==> src/rtl/rv_mem_pkg.sv <==
// Shared types and default widths for the unified-memory port arbiter.
package rv_mem_pkg;

   localparam int unsigned ADDR_W_DEF     = 32;
   localparam int unsigned DATA_W_DEF     = 32;
   localparam int unsigned BE_W_DEF       = DATA_W_DEF / 8;
   localparam int unsigned STARVE_MAX_DEF = 4;

   localparam logic [BE_W_DEF-1:0] BE_ALL = '1;

   typedef enum logic [1:0] {
      ST_IDLE  = 2'd0,
      ST_ISSUE = 2'd1,
      ST_RESP  = 2'd2
   } arb_state_t;

   typedef enum logic [1:0] {
      OWN_NONE = 2'd0,
      OWN_IF   = 2'd1,
      OWN_LS   = 2'd2
   } owner_t;

endpackage

==> src/rtl/arb_starve_ctr.sv <==
// Saturating count of LS grants taken while IF was waiting.
module arb_starve_ctr #(
   parameter int unsigned MAX = 4
) (
   input  logic clk,
   input  logic rst_n,
   input  logic inc,
   input  logic clr,
   output logic at_max
);

   localparam int unsigned CW = (MAX < 1) ? 1 : $clog2(MAX + 1);

   logic [CW-1:0] cnt_q;
   logic [CW-1:0] cnt_d;

   always_comb begin
      cnt_d = cnt_q;
      if (clr) begin
         cnt_d = '0;
      end else if (inc && (cnt_q < CW'(MAX))) begin
         cnt_d = cnt_q + CW'(1);
      end
   end

   always_ff @(posedge clk or negedge rst_n) begin
      if (!rst_n) begin
         cnt_q <= '0;
      end else begin
         cnt_q <= cnt_d;
      end
   end

   assign at_max = (cnt_q >= CW'(MAX));

endmodule

==> src/rtl/mem_port_arbiter.sv <==
// Arbitrates fetch and load/store onto one single-ported memory, one
// transaction in flight, routing each response back to its owner.
module mem_port_arbiter
   import rv_mem_pkg::*;
#(
   parameter int unsigned ADDR_W     = ADDR_W_DEF,
   parameter int unsigned DATA_W     = DATA_W_DEF,
   parameter int unsigned STARVE_MAX = STARVE_MAX_DEF
) (
   input  logic                clk,
   input  logic                rst_n,
   input  logic                if_req,
   input  logic [ADDR_W-1:0]   if_addr,
   output logic                if_gnt,
   output logic                if_rvalid,
   output logic [DATA_W-1:0]   if_rdata,
   input  logic                ls_req,
   input  logic                ls_we,
   input  logic [DATA_W/8-1:0] ls_be,
   input  logic [ADDR_W-1:0]   ls_addr,
   input  logic [DATA_W-1:0]   ls_wdata,
   output logic                ls_gnt,
   output logic                ls_rvalid,
   output logic [DATA_W-1:0]   ls_rdata,
   output logic                mem_req,
   output logic                mem_we,
   output logic [DATA_W/8-1:0] mem_be,
   output logic [ADDR_W-1:0]   mem_addr,
   output logic [DATA_W-1:0]   mem_wdata,
   input  logic                mem_gnt,
   input  logic                mem_rvalid,
   input  logic [DATA_W-1:0]   mem_rdata
);

   localparam int unsigned BE_W = DATA_W / 8;

   arb_state_t        state_q, state_d;
   owner_t            owner_q, owner_d;
   logic              mem_req_q, mem_req_d;
   logic              mem_we_q, mem_we_d;
   logic [BE_W-1:0]   mem_be_q, mem_be_d;
   logic [ADDR_W-1:0] mem_addr_q, mem_addr_d;
   logic [DATA_W-1:0] mem_wdata_q, mem_wdata_d;

   logic starve_at_max;
   logic ls_win;
   logic if_win;

   // LS has priority unless IF has been passed over STARVE_MAX times.
   assign ls_win = ls_req && (!if_req || !starve_at_max);
   assign if_win = if_req && !ls_win;

   arb_starve_ctr #(
      .MAX (STARVE_MAX)
   ) u_starve (
      .clk    (clk),
      .rst_n  (rst_n),
      .inc    (ls_gnt && if_req),
      .clr    (if_gnt),
      .at_max (starve_at_max)
   );

   always_ff @(posedge clk or negedge rst_n) begin
      if (!rst_n) begin
         state_q <= ST_IDLE;
      end else begin
         state_q <= state_d;
      end
   end

   always_comb begin
      state_d = state_q;
      unique case (state_q)
         ST_IDLE:  if (ls_req || if_req) state_d = ST_ISSUE;
         ST_ISSUE: if (mem_gnt)          state_d = ST_RESP;
         ST_RESP:  if (mem_rvalid)       state_d = ST_IDLE;
         default:                        state_d = ST_IDLE;
      endcase
   end

   always_comb begin
      if_gnt      = 1'b0;
      ls_gnt      = 1'b0;
      if_rvalid   = 1'b0;
      ls_rvalid   = 1'b0;
      owner_d     = owner_q;
      mem_req_d   = mem_req_q;
      mem_we_d    = mem_we_q;
      mem_be_d    = mem_be_q;
      mem_addr_d  = mem_addr_q;
      mem_wdata_d = mem_wdata_q;
      unique case (state_q)
         ST_IDLE: begin
            if (ls_win) begin
               ls_gnt      = 1'b1;
               owner_d     = OWN_LS;
               mem_req_d   = 1'b1;
               mem_we_d    = ls_we;
               mem_be_d    = ls_be;
               mem_addr_d  = ls_addr;
               mem_wdata_d = ls_wdata;
            end else if (if_win) begin
               if_gnt      = 1'b1;
               owner_d     = OWN_IF;
               mem_req_d   = 1'b1;
               mem_we_d    = 1'b0;
               mem_be_d    = '1;
               mem_addr_d  = if_addr;
            end
         end
         ST_ISSUE: begin
            if (mem_gnt) mem_req_d = 1'b0;
         end
         ST_RESP: begin
            if (mem_rvalid) begin
               if_rvalid = (owner_q == OWN_IF);
               ls_rvalid = (owner_q == OWN_LS);
               owner_d   = OWN_NONE;
            end
         end
         default: ;
      endcase
   end

   always_ff @(posedge clk or negedge rst_n) begin
      if (!rst_n) begin
         owner_q     <= OWN_NONE;
         mem_req_q   <= 1'b0;
         mem_we_q    <= 1'b0;
         mem_be_q    <= '0;
         mem_addr_q  <= '0;
         mem_wdata_q <= '0;
      end else begin
         owner_q     <= owner_d;
         mem_req_q   <= mem_req_d;
         mem_we_q    <= mem_we_d;
         mem_be_q    <= mem_be_d;
         mem_addr_q  <= mem_addr_d;
         mem_wdata_q <= mem_wdata_d;
      end
   end

   assign mem_req   = mem_req_q;
   assign mem_we    = mem_we_q;
   assign mem_be    = mem_be_q;
   assign mem_addr  = mem_addr_q;
   assign mem_wdata = mem_wdata_q;
   assign if_rdata  = mem_rdata;
   assign ls_rdata  = mem_rdata;

endmodule

==> config.mk <==
export PLATFORM = sky130hd
export DESIGN_NAME = mem_port_arbiter
export DESIGN_NICKNAME = d
export VERILOG_FILES = /design/src/rtl/rv_mem_pkg.sv /design/src/rtl/arb_starve_ctr.sv /design/src/rtl/mem_port_arbiter.sv
export SDC_FILE = /design/constraint.sdc
export NUM_CORES = 1
export LEC_CHECK = 0
export ABC_CLOCK_PERIOD_IN_PS = 2600
export BUFFER_PORTS_ARGS = -buffer_cell sky130_fd_sc_hd__buf_2
export CAP_MARGIN = 0
export CORE_AREA = 3 3 105 107
export DETAILED_ROUTE_END_ITERATION = 6
export DIE_AREA = 0 0 108 110
export PLACE_DENSITY = 0.72
export SYNTH_ARGS = -nofsm -noshare
export SYNTH_HDL_FRONTEND = slang
export SYNTH_SLANG_ARGS = --single-unit
export TNS_END_PERCENT = 100
==> constraint.sdc <==
create_clock -name clk -period 2.6 [get_ports clk]
set_clock_uncertainty 0.2 [all_clocks]
set_input_delay 0.39 -clock clk [delete_from_list [all_inputs] [get_ports clk]]
set_output_delay 0.39 -clock clk [all_outputs]
set_load 0.005 [all_outputs]
==> results of run 1 <==
-- per-stage QoR --
stage	util [%]	instances	hold WS (ns)
after detailed placement	41.3	538	0.241
after global routing	43.3	555	0.0200
final	43.3	555	0.0493
after floorplan	-	293	-0.106
after CTS	43.3	555	0.0271
after global placement	41.3	538	0.238
-- critical path, stage by stage (launching register included) --
cell     delay, ns
dfrtp_1       0.46
or3b_1        0.58
nor2_8        0.23
buf_2         0.15
-- power by group through the flow --
stage,clock [mW],combinational [mW],sequential [mW]
2_1_floorplan,0,1.05,2.14
3_3_place_gp,0,1.87,2.11
3_5_place_dp,0,1.93,2.13
4_1_cts,0.951,1.93,2.11
5_1_grt,1.02,2.09,2.18
6_report,0.921,1.88,2.11
-- cell usage after synthesis (4+ instances only) --
cell	number
a221o_1	32
mux2_1	32
and3_1	32
nor3_1	4
o22a_1	4
nand2_1	8
dfrtp_1	77
buf_4	66
buf_6	4
o21ai_1	6
clkbuf_1	9
-- metal layers --
| metal | up-vias | global-route usage [%] | part of all wire (%) |
|---|---|---|---|
| met5 | - | 0 | 0 |
| met4 | 0 | 6.04 | 1.4 |
| met3 | 15 | 5.88 | 11 |
| met2 | 188 | 28.0 | 50 |
| met1 | 1292 | 17.6 | 38 |
| li1 | 1245 | - | - |
-- kinds of logic (layout without fill, tap and decap cells) --
kind of cell	after synthesis	count (layout)	share of synthesized area [%]
DFF	77	77	52.9
AOI/OAI and AO/OA	47	47	11.7
adders and majority gates	1	1	0.343
and+or+nand+nor	53	53	8.99
buffers and inverters	83	209	16.2
muxes	32	32	9.89
-- worst paths after layout --
check | slack [ns] | endpoint | cells past startpoint | startpoint
min in group asynchronous | 0.40 | mem_addr[21] | 3 | rst_n
setup reg to reg | 0.57 | mem_wdata[31] | 5 | state_q[0]
hold reg to reg | 0.29 | mem_wdata[3] | 1 | mem_wdata[3]
hold / removal | 0.05 | state_q[0] | 2 | mem_gnt
setup / recovery | 0.23 | if_gnt | 3 | state_q[0]
max in group asynchronous | 1.48 | mem_req | 3 | rst_n
-- cell type report --
type                       count  area (µm²)  area share (%)
sequential                    77        1930            43.5
timing repair buffer         190         993            22.4
clock buffer                  10         128            2.88
clock inverter                 6        70.1            1.58
tap                          136         170            3.84
inverter                       3        11.3           0.254
multi-input combinational    133        1130            25.5
-- cells in the final DEF (no fill, tap or decap), drive strengths merged --
cell type | synthesis | routed
nand2b | 2 | 2
ha | 1 | 1
a211oi | 1 | 1
dlygate4sd3 | 0 | 1
nor2 | 2 | 2
nor3b | 1 | 1
dfrtp | 77 | 77
inv | 3 | 5
nand2 | 8 | 8
o22ai | 1 | 1
mux2 | 32 | 32
clkbuf | 9 | 10
nand3b | 2 | 2
bufinv | 0 | 1
and3 | 32 | 32
and2b | 1 | 1
o21a | 1 | 1
o22a | 4 | 4
a221o | 32 | 32
buf | 71 | 189
nor3 | 4 | 4
o21ai | 6 | 6
clkinvlp | 0 | 3
a22o | 1 | 1
or3b | 1 | 1
a21boi | 1 | 1
-- what timing repair did --
action                     CTS  global route
hold endpoints to repair    77             0
hold buffers                 1             0
setup endpoints to repair    0             0
-- flip-flops by register name, summed over array words and instances, names as in the netlist --
register / cells
mem_addr: 32
mem_req: 1
mem_wdata: 32
mem_we: 1
owner_q: 2
u_starve.cnt_q: 3
mem_be: 4
state_q: 2
==> metrics.md, run 1 <==
| Metric | Value |
|---|---|
| Worst-path maximum fanout | `8` |
| Fin area | `4430 µm²` |
| Netlist cell types | `27` |
| GRT Overall Usage | `15.9%` |
| Worst skew pair latency | `0.35 ns` |
| Synth area leaders | `dfrtp_1 53%, buf_4 14%, mux2_1 9.9%, a221o_1 8.8%, and3_1 5.5%` |
| CTS clk-pin slew, worst paths | `0.09 ns` |
| Pin count of the biggest net entering global routing | `78` |
| Number of synthesized flops with an enable pin | `0` |
| Fill count | `990` |
| Final nets | `554` |
| Core area | `10,200 µm²` |
| Post-synthesis to final-layout area growth | `21.6%` |
| CTS tree | `built` |
| Total CTS buffers | `9` |
| Pwr/cell area | `1110 nW/µm²` |
| Total grt overflow | `0` |
| Area share of the leading cell type in the synthesized netlist | `52.9%` |
| Req. time, crit path | `2.01 ns` |
| VDD IR max | `0.000387 V` |
| Die Span X | `108 µm` |
| Clock tree buffer depth | `2` |
| Worst setup EP type | `output pin` |
| Status | `completed` |
| Final Total Pwr | `4.91 mW` |
| Area leader, netlist | `dfrtp_1` |
| # IOs | `277` |
| Post-CTS setup buffer count | `0` |
| # rows | `37` |
| Post-Syn Area | `3640 µm²` |
| Flop pwr share | `43.0%` |
| Critical path arrival | `1.78 ns` |
| Sink Count | `77` |
| Synth warnings | `0` |
| Type of the worst min-delay path | `primary input to register` |
| Wirelength per Cell | `17.3 µm` |
| Initial antenna violation count | `0` |
| Switching Fraction | `34.1%` |
| Vias per inst | `4.94` |
| F_max | `422 MHz` |
| Final worst slack | `0.231 ns` |
| MaxCap Viol Count | `0` |
| Psw | `1.67 mW` |
| Final Hold Fails | `0` |
| Placed cell areas | `4220 µm²` |
| Power share of the combinational group | `38.3%` |
| Worst slew margin | `73.0%` |
| Die Footprint | `11,900 µm²` |
| Cells after Synth | `293` |
| Synth Register Bits | `77` |
| Period utilization | `91.1%` |
| Mean instance size in the synthesized netlist | `12.4 µm²` |
| Initial Utilization | `35.6%` |
| CTS root buf | `clkbuf_8` |
| Initial DRC count | `87` |
| Layout cells sized above 1 | `49.9%` |
| H-tree levels | `3` |
| Static Leakage | `2.32 nW` |
| Final Max Tran Viols | `0` |
| Syn nets | `433` |
| Internal power | `3.24 mW` |
| Final setup viols | `0` |
| Via count | `2,740` |
| # port buffers | `180` |
| Residual DRC | `0` |
| Kind of critical path | `register to output pin` |
| Die Ht | `110 µm` |
| First-pass GRT wire length | `14,300 µm` |
| Total Wirelength | `9610 µm` |
| RSZ-0062 raised after global routing | `no` |
| Vias in the first global route | `2,695` |
| Diodes inserted | `0` |
| Sequential share of the synthesized area | `52.9%` |
| Clock share of power | `18.8%` |
| Final min period | `2.37 ns` |
| Antenna Nets Post-Route | `0` |
| Ys async rst share | `100%` |
| Pre-Repair DR Iteration Count | `4` |
| Worst-margin pin slew | `0.404 ns` |
| Dpl ws | `0.446 ns` |
| Detailed placement HPWL | `7360 µm` |
| Setup TNS | `0 ns` |
| Main synth FF type | `dfrtp_1` |
| Final GP Congestion | `0.728` |
| Crit path launch type | `register` |
| Post-CTS sizing | `0` |
Note: power is estimated with default switching activity, not from simulation.
==> run 2: changes to the inputs <==
Settings changed: PLACE_DENSITY 0.72 to 0.71.
==> run 2 against run 1 <==
  * Cell count stayed put
  * Clock-buffer cell count stayed put
  * Via count is 0.99% lower
  * Fmax rose by 0.93%
  * Worst hold slack got worse by 0.0084 ns
==> metrics.md, run 2 (synthesis results as in run 1) <==
| Metric | Value |
|---|---|
| CTS clk-pin slew, worst paths | `0.08 ns (was 0.09 ns)` |
| Hold path depth | `2 (unchanged)` |
| Pwr/cell area | `1100 nW/µm² (was 1110 nW/µm²)` |
| Core area | `10,200 µm² (unchanged)` |
| Post-CTS setup buffer count | `0 (unchanged)` |
| Final nets | `554 (unchanged)` |
| Crit path launch type | `register (unchanged)` |
| Worst setup EP type | `output pin (unchanged)` |
| Fill count | `993 (was 990)` |
| RSZ-0062 raised after global routing | `no (unchanged)` |
| Reg2Reg Launch Point | `state_q[0] (unchanged)` |
| # port buffers | `180 (unchanged)` |
| Min-delay src | `mem_gnt (unchanged)` |
| Post-CTS sizing | `0 (unchanged)` |
| Initial Utilization | `35.6% (unchanged)` |
| R2r setup slk | `0.62 ns (was 0.57 ns)` |
| Die Ht | `110 µm (unchanged)` |
| Period utilization | `90.3% (was 91.1%)` |
| Metal-1 WL | `3690 µm (was 3630 µm)` |
| Total grt overflow | `0 (unchanged)` |
| Total Wirelength | `9400 µm (was 9610 µm)` |
| Commonest non-fill, non-tap cell in the layout | `buf_2 (unchanged)` |
| Core Util, Final | `43.4% (was 43.3%)` |
| Critical path arrival | `1.76 ns (was 1.78 ns)` |
| R2R cell count | `5 (unchanged)` |
| Crit-path leading delay family | `simple AND/OR/NAND/NOR gates (unchanged)` |
| Pin count of the biggest net entering global routing | `48 (was 78)` |
| WHS Endpoint | `state_q[0] (unchanged)` |
| Initial DRC count | `131 (was 87)` |
| Switching Fraction | `33.4% (was 34.1%)` |
| Final Hold Fails | `0 (unchanged)` |
| Hold Buf Count CTS | `1 (unchanged)` |
| Worst slew margin | `72.3% (was 73.0%)` |
| Antenna Nets Post-Route | `0 (unchanged)` |
| Status | `completed (unchanged)` |
| Via count | `2,713 (was 2,740)` |
| Crit-path slowest cell | `or3b_1 (unchanged)` |
| Flop pwr share | `42.9% (was 43.0%)` |
| Worst skew pair latency | `0.34 ns (was 0.35 ns)` |
| Pre-Repair DR Iteration Count | `4 (unchanged)` |
| Met3 WL | `1000 µm (was 1090 µm)` |
| Final Max Tran Viols | `0 (unchanged)` |
| Worst-path maximum fanout | `8 (unchanged)` |
| Total CTS buffers | `9 (unchanged)` |
| Final GP Congestion | `0.779 (was 0.728)` |
| H-tree levels | `3 (unchanged)` |
| Psw | `1.63 mW (was 1.67 mW)` |
| Post-synthesis to final-layout area growth | `21.8% (was 21.6%)` |
| Internal power | `3.26 mW (was 3.24 mW)` |
| GRT Overall Usage | `15.4% (was 15.9%)` |
| F_max | `426 MHz (was 422 MHz)` |
| First-pass GRT wire length | `14,000 µm (was 14,300 µm)` |
| CTS tree | `built (unchanged)` |
| Critical Path Max Stage Delay | `0.57 ns (was 0.58 ns)` |
| VDD IR max | `0.000396 V (was 0.000387 V)` |
| # rows | `37 (unchanged)` |
| Static Leakage | `2.33 nW (was 2.32 nW)` |
| Req. time, crit path | `2.01 ns (about the same)` |
| Clock share of power | `18.9% (was 18.8%)` |
| Diodes inserted | `0 (unchanged)` |
| CP Cell Sequence | `or3b_1 > nor2_8 > buf_2 (unchanged)` |
| # IOs | `277 (unchanged)` |
| Residual DRC | `0 (unchanged)` |
| CTS root buf | `clkbuf_8 (unchanged)` |
| R2R Path End | `mem_wdata[16] (was mem_wdata[31])` |
| Final min period | `2.35 ns (was 2.37 ns)` |
| Vias in the first global route | `2,697 (was 2,695)` |
| Wirelength per Cell | `16.9 µm (was 17.3 µm)` |
| Layout cells sized above 1 | `50.1% (was 49.9%)` |
| Sink Count | `77 (unchanged)` |
| Worst-margin pin slew | `0.415 ns (was 0.404 ns)` |
| MaxCap Viol Count | `0 (unchanged)` |
| Die Span X | `108 µm (unchanged)` |
| Kind of critical path | `register to output pin (unchanged)` |
| Die Footprint | `11,900 µm² (unchanged)` |
| Setup TNS | `0 ns (unchanged)` |
| Most frequent cells in the layout | `179 x buf_2, 77 x dfrtp_1, 32 x mux2_1, 32 x and3_1, 32 x a221o_1 (unchanged)` |
| Max layer used | `met5 (was met4)` |
| DR WL met2 | `4560 µm (was 4770 µm)` |
| Final setup viols | `0 (unchanged)` |
| Detailed placement HPWL | `7390 µm (was 7360 µm)` |
| WP buf/inv | `1 (unchanged)` |
| Vias per inst | `4.89 (was 4.94)` |
| Initial antenna violation count | `1 (was 0)` |
| Power share of the combinational group | `38.2% (was 38.3%)` |
| Clock tree buffer depth | `2 (unchanged)` |
| Type of the worst min-delay path | `primary input to register (unchanged)` |
run 2: changes by cell type in the layout (fill, tap and decap cells not counted), sizes merged:
cell and delta:
inv -1, clkinv +1
run 2: worst max path at each step:
stage | from | end | slack [ns] | depth (start not counted)
after floorplan | state_q[0] | if_gnt | 0.79 | 4
after global placement | if_req | if_gnt | 0.57 | 4
after detailed placement | ls_req | mem_wdata[16] | 0.47 | 6
after CTS | state_q[0] | if_gnt | 0.20 | 3
after global routing | state_q[0] | if_gnt | 0.13 | 3
final | state_q[0] | if_gnt | 0.25 | 3
run 2: stage by stage:
stage / std cells / hold slack [ns] / area (µm²) / total power, mW / setup WS (ns)
2_1_floorplan: 293 / -0.106 / 3640 / 3.19 / 0.795
3_3_place_gp: 538 / 0.150 / 4220 / 3.97 / 0.575
3_5_place_dp: 538 / 0.165 / 4220 / 4.05 / 0.475
4_1_cts: 555 / 0.00575 / 4440 / 5.00 / 0.198
5_1_grt: 555 / 0.0281 / 4440 / 5.28 / 0.133
6_report: 555 / 0.0409 / 4440 / 4.89 / 0.253
run 2: layout make-up:
| cell class | instances | area, µm² | share of cell area [%] |
|---|---|---|---|
| flip-flops and latches | 77 | 1930 | 43.4 |
| well taps | 136 | 170 | 3.83 |
| multi-input cells | 133 | 1130 | 25.5 |
| repair buffers | 190 | 993 | 22.4 |
| clock inverters | 6 | 70.1 | 1.58 |
| clock buffers | 10 | 138 | 3.10 |
| inverters | 3 | 11.3 | 0.254 |
run 2: power groups by stage:
stage | combinational [mW] | sequential [mW] | clock, mW
after floorplan | 1.05 | 2.14 | 0
after global placement | 1.87 | 2.11 | 0
after detailed placement | 1.94 | 2.11 | 0
after CTS | 1.93 | 2.10 | 0.973
after global routing | 2.09 | 2.17 | 1.03
final | 1.87 | 2.10 | 0.925
run 2: routing by layer:
layer	up-vias	GRT usage, %
li1	1260	-
met1	1254	17.9
met2	183	26.3
met3	14	5.53
met4	2	5.86
met5	-	0
